### config.mk
export PLATFORM = sky130hd
export DESIGN_NAME = uart_tx_frame_gen_flat
export DESIGN_NICKNAME = d
export VERILOG_FILES = /design/src/rtl/uart_tx_frame_gen_if.sv /design/src/rtl/uart_tx_frame_gen.sv /design/src/flat_wrapper.sv
export SDC_FILE = /design/constraint.sdc
export NUM_CORES = 1
export LEC_CHECK = 0
export CORE_MARGIN = 1
export CORE_UTILIZATION = 50
export DETAILED_ROUTE_END_ITERATION = 16
export GPL_TIMING_DRIVEN = 0
export PLACE_DENSITY = 0.72
export SLEW_MARGIN = 15
export SYNTH_ARGS = -nofsm -noshare
export SYNTH_HDL_FRONTEND = slang
export SYNTH_SLANG_ARGS = --single-unit
### constraint.sdc
create_clock -name CLK -period 4.4 [get_ports CLK]
set_input_delay 0.88 -clock CLK [delete_from_list [all_inputs] [get_ports CLK]]
set_output_delay 0.88 -clock CLK [all_outputs]
set_load 0.01 [all_outputs]
### src/rtl/uart_tx_frame_gen_if.sv
// Word handshake between the TX FIFO read side and the UART frame generator.
// The master offers P_DATA with DATA_VALID; the slave accepts when DATA_READY is high.
interface uart_tx_frame_gen_if #(
    parameter int unsigned DATA_WIDTH = 8
);
    logic [DATA_WIDTH-1:0] P_DATA;
    logic                  DATA_VALID;
    logic                  DATA_READY;

    modport master (
        output P_DATA,
        output DATA_VALID,
        input  DATA_READY
    );

    modport slave (
        input  P_DATA,
        input  DATA_VALID,
        output DATA_READY
    );
endinterface

### src/rtl/uart_tx_frame_gen.sv
// Parametrised UART transmitter with a one-word holding register, internal baud prescaler,
// four parity modes and 1/2 stop bits; back-to-back words leave no idle gap on the line.
module uart_tx_frame_gen #(
    parameter int unsigned DATA_WIDTH     = 8,
    parameter int unsigned PRESCALE_WIDTH = 8
) (
    input  logic                      CLK,
    input  logic                      RST,
    uart_tx_frame_gen_if.slave        data_if,
    input  logic                      PAR_EN,
    input  logic [1:0]                PAR_MODE,
    input  logic                      STOP2,
    input  logic [PRESCALE_WIDTH-1:0] PRESCALE,
    output logic                      TX_OUT,
    output logic                      BUSY,
    output logic                      FRAME_DONE
);

    localparam int unsigned IdxWidth = (DATA_WIDTH > 1) ? $clog2(DATA_WIDTH) : 1;

    typedef enum logic [2:0] {
        StIdle,
        StStart,
        StData,
        StParity,
        StStop1,
        StStop2
    } state_e;

    state_e                    state_q;
    logic [DATA_WIDTH-1:0]     hold_q;
    logic                      hold_full_q;
    logic [DATA_WIDTH-1:0]     shift_q;
    logic                      par_bit_q;
    logic                      par_en_q;
    logic                      stop2_q;
    logic [PRESCALE_WIDTH-1:0] period_q;
    logic [PRESCALE_WIDTH-1:0] cnt_q;
    logic [IdxWidth-1:0]       idx_q;
    logic                      tx_q;
    logic                      busy_q;
    logic                      done_q;

    logic                      bit_end;
    logic                      frame_end;
    logic                      start_frame;
    logic                      accept;
    logic                      last_idx;
    logic                      par_in;
    logic [PRESCALE_WIDTH-1:0] period_in;
    logic [DATA_WIDTH-1:0]     shift_next;

    always_comb begin
        bit_end     = (cnt_q == period_q - PRESCALE_WIDTH'(1));
        frame_end   = bit_end & (((state_q == StStop1) & ~stop2_q) | (state_q == StStop2));
        // A pending word starts straight out of idle or off the final stop bit.
        start_frame = hold_full_q & ((state_q == StIdle) | frame_end);
        accept      = data_if.DATA_VALID & ~hold_full_q;
        last_idx    = (idx_q == IdxWidth'(DATA_WIDTH - 1));
        period_in   = (PRESCALE == '0) ? PRESCALE_WIDTH'(1) : PRESCALE;
        shift_next  = shift_q >> 1;
        par_in      = 1'b0;
        unique case (PAR_MODE)
            2'b00: par_in = ^hold_q;
            2'b01: par_in = ~^hold_q;
            2'b10: par_in = 1'b1;
            2'b11: par_in = 1'b0;
        endcase
    end

    assign data_if.DATA_READY = ~hold_full_q;
    assign TX_OUT             = tx_q;
    assign BUSY               = busy_q;
    assign FRAME_DONE         = done_q;

    always_ff @(posedge CLK) begin
        if (RST) begin
            state_q     <= StIdle;
            hold_q      <= '0;
            hold_full_q <= 1'b0;
            shift_q     <= '0;
            par_bit_q   <= 1'b0;
            par_en_q    <= 1'b0;
            stop2_q     <= 1'b0;
            period_q    <= '0;
            cnt_q       <= '0;
            idx_q       <= '0;
            tx_q        <= 1'b1;
            busy_q      <= 1'b0;
            done_q      <= 1'b0;
        end else begin
            done_q <= frame_end;

            if (accept) begin
                hold_q      <= data_if.P_DATA;
                hold_full_q <= 1'b1;
            end else if (start_frame) begin
                hold_full_q <= 1'b0;
            end

            cnt_q <= (state_q == StIdle || bit_end) ? '0 : cnt_q + PRESCALE_WIDTH'(1);

            unique case (state_q)
                StIdle: begin
                    tx_q <= 1'b1;
                end
                StStart: begin
                    if (bit_end) begin
                        state_q <= StData;
                        tx_q    <= shift_q[0];
                        idx_q   <= '0;
                    end
                end
                StData: begin
                    if (bit_end) begin
                        if (!last_idx) begin
                            idx_q   <= idx_q + IdxWidth'(1);
                            shift_q <= shift_next;
                            tx_q    <= shift_next[0];
                        end else if (par_en_q) begin
                            state_q <= StParity;
                            tx_q    <= par_bit_q;
                        end else begin
                            state_q <= StStop1;
                            tx_q    <= 1'b1;
                        end
                    end
                end
                StParity: begin
                    if (bit_end) begin
                        state_q <= StStop1;
                        tx_q    <= 1'b1;
                    end
                end
                StStop1: begin
                    if (bit_end) begin
                        if (stop2_q) begin
                            state_q <= StStop2;
                        end else begin
                            state_q <= StIdle;
                            busy_q  <= 1'b0;
                        end
                    end
                end
                StStop2: begin
                    if (bit_end) begin
                        state_q <= StIdle;
                        busy_q  <= 1'b0;
                    end
                end
                default: begin
                    state_q <= StIdle;
                    tx_q    <= 1'b1;
                    busy_q  <= 1'b0;
                end
            endcase

            // Overrides the idle/stop transitions above when a word is waiting.
            if (start_frame) begin
                state_q   <= StStart;
                tx_q      <= 1'b0;
                busy_q    <= 1'b1;
                cnt_q     <= '0;
                shift_q   <= hold_q;
                par_bit_q <= par_in;
                par_en_q  <= PAR_EN;
                stop2_q   <= STOP2;
                period_q  <= period_in;
            end
        end
    end

endmodule

### src/flat_wrapper.sv
// flat-port wrapper written by rule: the top's interface ports become plain ports
module uart_tx_frame_gen_flat 
#(
    parameter int unsigned DATA_WIDTH     = 8,
    parameter int unsigned PRESCALE_WIDTH = 8
)
  (CLK, RST, PAR_EN, PAR_MODE, STOP2, PRESCALE, TX_OUT, BUSY, FRAME_DONE, data_if_P_DATA, data_if_DATA_VALID, data_if_DATA_READY);
  uart_tx_frame_gen_if #(.DATA_WIDTH(DATA_WIDTH)) data_if_i ();
  input  logic CLK;
  input  logic RST;
  input  logic PAR_EN;
  input  logic [1:0] PAR_MODE;
  input  logic STOP2;
  input  logic [PRESCALE_WIDTH-1:0] PRESCALE;
  output logic TX_OUT;
  output logic BUSY;
  output logic FRAME_DONE;
  input wire logic [$bits(data_if_i.P_DATA)-1:0] data_if_P_DATA;
  input wire logic [$bits(data_if_i.DATA_VALID)-1:0] data_if_DATA_VALID;
  output wire logic [$bits(data_if_i.DATA_READY)-1:0] data_if_DATA_READY;
  assign data_if_i.P_DATA = data_if_P_DATA;
  assign data_if_i.DATA_VALID = data_if_DATA_VALID;
  assign data_if_DATA_READY = data_if_i.DATA_READY;
  uart_tx_frame_gen #(.DATA_WIDTH(DATA_WIDTH), .PRESCALE_WIDTH(PRESCALE_WIDTH)) u_core (.CLK(CLK), .RST(RST), .data_if(data_if_i), .PAR_EN(PAR_EN), .PAR_MODE(PAR_MODE), .STOP2(STOP2), .PRESCALE(PRESCALE), .TX_OUT(TX_OUT), .BUSY(BUSY), .FRAME_DONE(FRAME_DONE));
endmodule
==> flow_summary_export.csv <==
group,metric,value,unit
sta,post-route-period-util,0.658,
global_route,grt.busiest_layer,"met2",
power,switching_share,0.270,
sta,grt_setup_unrepaired,"no",
finish,sequential_cell_area,901,sq um
synthesis,synthCells,274,
run_status,violations,"design-rule violations",
finish,mostFrequentLayoutCells,"45 x sky130_fd_sc_hd__dfxtp_1, 35 x sky130_fd_sc_hd__nor2_1, 30 x sky130_fd_sc_hd__nand2_1",
run_status,status,"finished, violations left",
sta,worst_case_setup_margin_in_the_final_layout,1.50,ns
worst_setup_path,timing.critical_path.cells,"inv_1, ha_1, or3b_1, o31a_1, o22ai_2, a211oi_4, a31oi_2, buf_2, nand2_1, a21oi_1",
global_route,number_of_antenna_violations_at_the_first_check_in_global_routing,0,
placed_design,place_hpwl,3.61,mm
worst_setup_path,slowest_cell_on_the_critical_path,"sky130_fd_sc_hd__a31oi_2",
synthesis,total_nets_after_synthesis,301,
drt,final_antenna_net_count,0,
global_route,grt_first_pass_wirelength,8.70,mm
power,p_total,0.941,mW
clock_tree,cts_post_setup_buffers_inserted,0,
sta,report.final.setup_viol,0,
synthesis,post_synth_instance_area,0.00239,sq mm
sta,min_period,2.90,ns
worst_setup_path,cp_max_fo,10,
synthesis,async_flop_share,0,
clock_tree,clk_pin_slew,0.09,ns
drt,wl_per_cell,13.8,microns
power,total_switching_power,0.254,mW
drt,routed_wl,4.96,mm
power,pwr-share-comb,0.188,
drt,drc_violations,2,
synthesis,ys_dominant_reg_cell,"sky130_fd_sc_hd__dfxtp_1",
floorplan,initial_utilization,0.533,
clock_tree,post_cts.resized_instances,0,
worst_setup_path,crit_arrival,3.14,ns
worst_setup_path,worst_setup_path_end_kind,"flop",
floorplan,floorplan.die.width,71.1,microns
power,power.density,333,mW/mm^2
finish,fillcell_total,395,
sta,worst_slew_margin_rel,0.585,
clock_tree,cts-htree-levels,2,
global_route,first_global_vias,1889,
synthesis,yosys.cell_types.count,48,
worst_setup_path,path_class,"flop to flop",
drt,detail_route.first_pass.iterations,10,
placed_design,buffer_ports.inserted,26,
power,power.clock.fraction,0.334,
finish,final_common_cell,"sky130_fd_sc_hd__dfxtp_1",
worst_setup_path,critical_path.startpoint_type,"flop",
sta,finalClockSkew,0.0110,ns
global_route,total_routing_resource_utilization_after_global_routing,0.221,
worst_setup_path,crit_required,4.64,ns
global_route,global_route.usage.met1,0.296,
finish,finalNetCount,334,
global_route,grt_util_met2,0.348,
worst_setup_path,crit_path_max_incr_delay,0.51,ns
finish,share_of_the_core_filled_with_cells,0.631,
sta,worstMarginPinSlew,0.622,ns
synthesis,post_synth_edffs,0,
global_route,maximum_number_of_pins_on_one_net_before_global_route_repair,15,
power,total_internal_power,0.687,mW
placed_design,detailedPlace.worstSlack,1.50,ns
clock_tree,tritoncts,"done",
sta,max_clock_freq,345,MHz
drt,vias,1933,
job,timing.max_cap.violations,0,
clock_tree,clk_latency,0.31,ns
floorplan,pin_count,27,
global_route,grt_overflow_total,0,
synthesis,ys_seq_elements,45,
clock_tree,cts_hold_repair.buffers,0,
synthesis,synth-seq-area-share,0.378,
sta,finalHoldViolCount,0,
finish,fraction_of_layout_instances_using_a_drive_strength_above_1,0.107,
power,sequential_group_share_of_total_power,0.478,
placed_design,globalplace.congestion,0.856,
clock_tree,cts_root_buffer,"sky130_fd_sc_hd__clkbuf_8",
global_route,gr-usage-met3,0.0527,
clock_tree,cts_num_sinks,45,
floorplan,design.die.area,0.00505,sq mm
sta,setup_tns,0,ns
finish,multiInputGateArea,0.00136,sq mm
power,vdd.ir_drop.worst,0.220,mV
worst_hold_path,hold_path.class,"flop to flop",
power,leakagePower,1.04,nW
floorplan,die_boundary_height,71.1,microns
finish,diodes,0,
sta,final-max-slew-violation-count,0,
drt,drt-vias-per-instance,5.37,
drt,initialDrtViolationCount,104,
finish,area_growth,18.3,%
clock_tree,cts-buffers-inserted,5,
floorplan,placement_rows,24,
synthesis,avgSynthCellArea,8.71,sq um
floorplan,placeableCoreArea,0.00447,sq mm
synthesis,ys_warn_count,0,
clock_tree,cts_buffer_depth,2,
-- cell usage after synthesis (2+ instances only) --
library cell | count | share of area
sky130_fd_sc_hd__dfxtp_1 | 45 | 0.38
sky130_fd_sc_hd__nor2_1 | 35 | 0.055
sky130_fd_sc_hd__nand2_1 | 30 | 0.047
sky130_fd_sc_hd__a21oi_1 | 19 | 0.040
sky130_fd_sc_hd__mux2i_1 | 15 | 0.063
sky130_fd_sc_hd__xnor2_1 | 12 | 0.044
sky130_fd_sc_hd__xor2_1 | 10 | 0.037
sky130_fd_sc_hd__clkbuf_1 | 9 | 0.014
sky130_fd_sc_hd__inv_1 | 9 | 0.014
sky130_fd_sc_hd__a211oi_2 | 7 | 0.037
sky130_fd_sc_hd__nand3_1 | 7 | 0.015
sky130_fd_sc_hd__nand2b_1 | 6 | 0.016
sky130_fd_sc_hd__nor3_1 | 5 | 0.010
sky130_fd_sc_hd__o21ai_0 | 5 | 0.010
sky130_fd_sc_hd__a31oi_1 | 4 | 0.010
sky130_fd_sc_hd__buf_2 | 4 | 0.0084
sky130_fd_sc_hd__ha_1 | 4 | 0.021
sky130_fd_sc_hd__nor4_1 | 4 | 0.010
sky130_fd_sc_hd__or3_1 | 4 | 0.010
sky130_fd_sc_hd__a211oi_1 | 3 | 0.0094
sky130_fd_sc_hd__nand3b_1 | 3 | 0.0094
sky130_fd_sc_hd__nor2b_1 | 3 | 0.0079
sky130_fd_sc_hd__and2_1 | 2 | 0.0052
sky130_fd_sc_hd__and3_1 | 2 | 0.0052
sky130_fd_sc_hd__buf_4 | 2 | 0.0063
sky130_fd_sc_hd__buf_6 | 2 | 0.0094
sky130_fd_sc_hd__nor3b_1 | 2 | 0.0063
-- path summary, 6_finish.rpt --
path	start	to	slack, ns	cells past startpoint
hold / removal	u_core.par_bit_q	u_core.par_bit_q	0.45	2
hold reg to reg	u_core.par_bit_q	u_core.par_bit_q	0.45	2
setup / recovery	u_core.period_q[0]	u_core.par_en_q	1.50	10
setup reg to reg	u_core.period_q[0]	u_core.par_en_q	1.50	10
-- routing by layer --
layer  routed length, microns  share of wire
met1                     2460           0.50
met2                     2200           0.44
met3                      226          0.046
met4                       61          0.012
met5                        0              0
-- sequential cells by signal (all words and copies together) (netlist names) --
register            cells
u_core.idx_q            3
u_core.period_q         8
u_core.FRAME_DONE       1
u_core.hold_q           8
u_core.TX_OUT           1
u_core.par_en_q         1
u_core.BUSY             1
u_core.cnt_q            8
u_core.hold_full_q      1
u_core.par_bit_q        1
u_core.stop2_q          1
u_core.shift_q          8
u_core.state_q          3
-- logic make-up after synthesis --
group           count (synthesis)  synth area share
xor+xnor                       22            0.0808
mux                            15            0.0629
fa+ha+maj                       4            0.0210
compound gates                 51             0.167
simple gates                  111             0.239
flops                          45             0.378
buf+inv                        26            0.0524
-- power by group through the flow --
stage	registers [mW]	logic (mW)	clock network (mW)
floorplan	0.455	0.126	0
global placement	0.459	0.172	0
detailed placement	0.460	0.176	0
CTS	0.450	0.177	0.325
global route	0.454	0.196	0.338
finish	0.450	0.177	0.314
-- critical path, delay by kind of cell (launching register included) --
family                     cells  cell delay (ns)
and+or+nand+nor                2             0.50
DFF                            1             0.36
adders and majority gates      1             0.23
AOI/OAI and AO/OA              5             1.27
buffers and inverters          2             0.46
-- per-stage QoR --
| stage | area (sq um) | hold WS, ns | instances |
|---|---|---|---|
| 2_1_floorplan | 2390 | 0.432 | 274 |
| 3_3_place_gp | 2710 | 0.442 | 352 |
| 3_5_place_dp | 2710 | 0.447 | 352 |
| 4_1_cts | 2820 | 0.458 | 360 |
| 5_1_grt | 2820 | 0.478 | 360 |
| 6_report | 2820 | 0.452 | 360 |
-- final cells by class --
cell class / count / share of cell area
Clock buffer: 6 / 0.0257
Multi-Input combinational cell: 203 / 0.482
Inverter: 9 / 0.0120
Sequential cell: 45 / 0.319
Buffer: 17 / 0.0324
Timing Repair Buffer: 26 / 0.0922
Tap cell: 52 / 0.0230
Clock inverter: 2 / 0.0137
(Power assumes the default switching activity.)
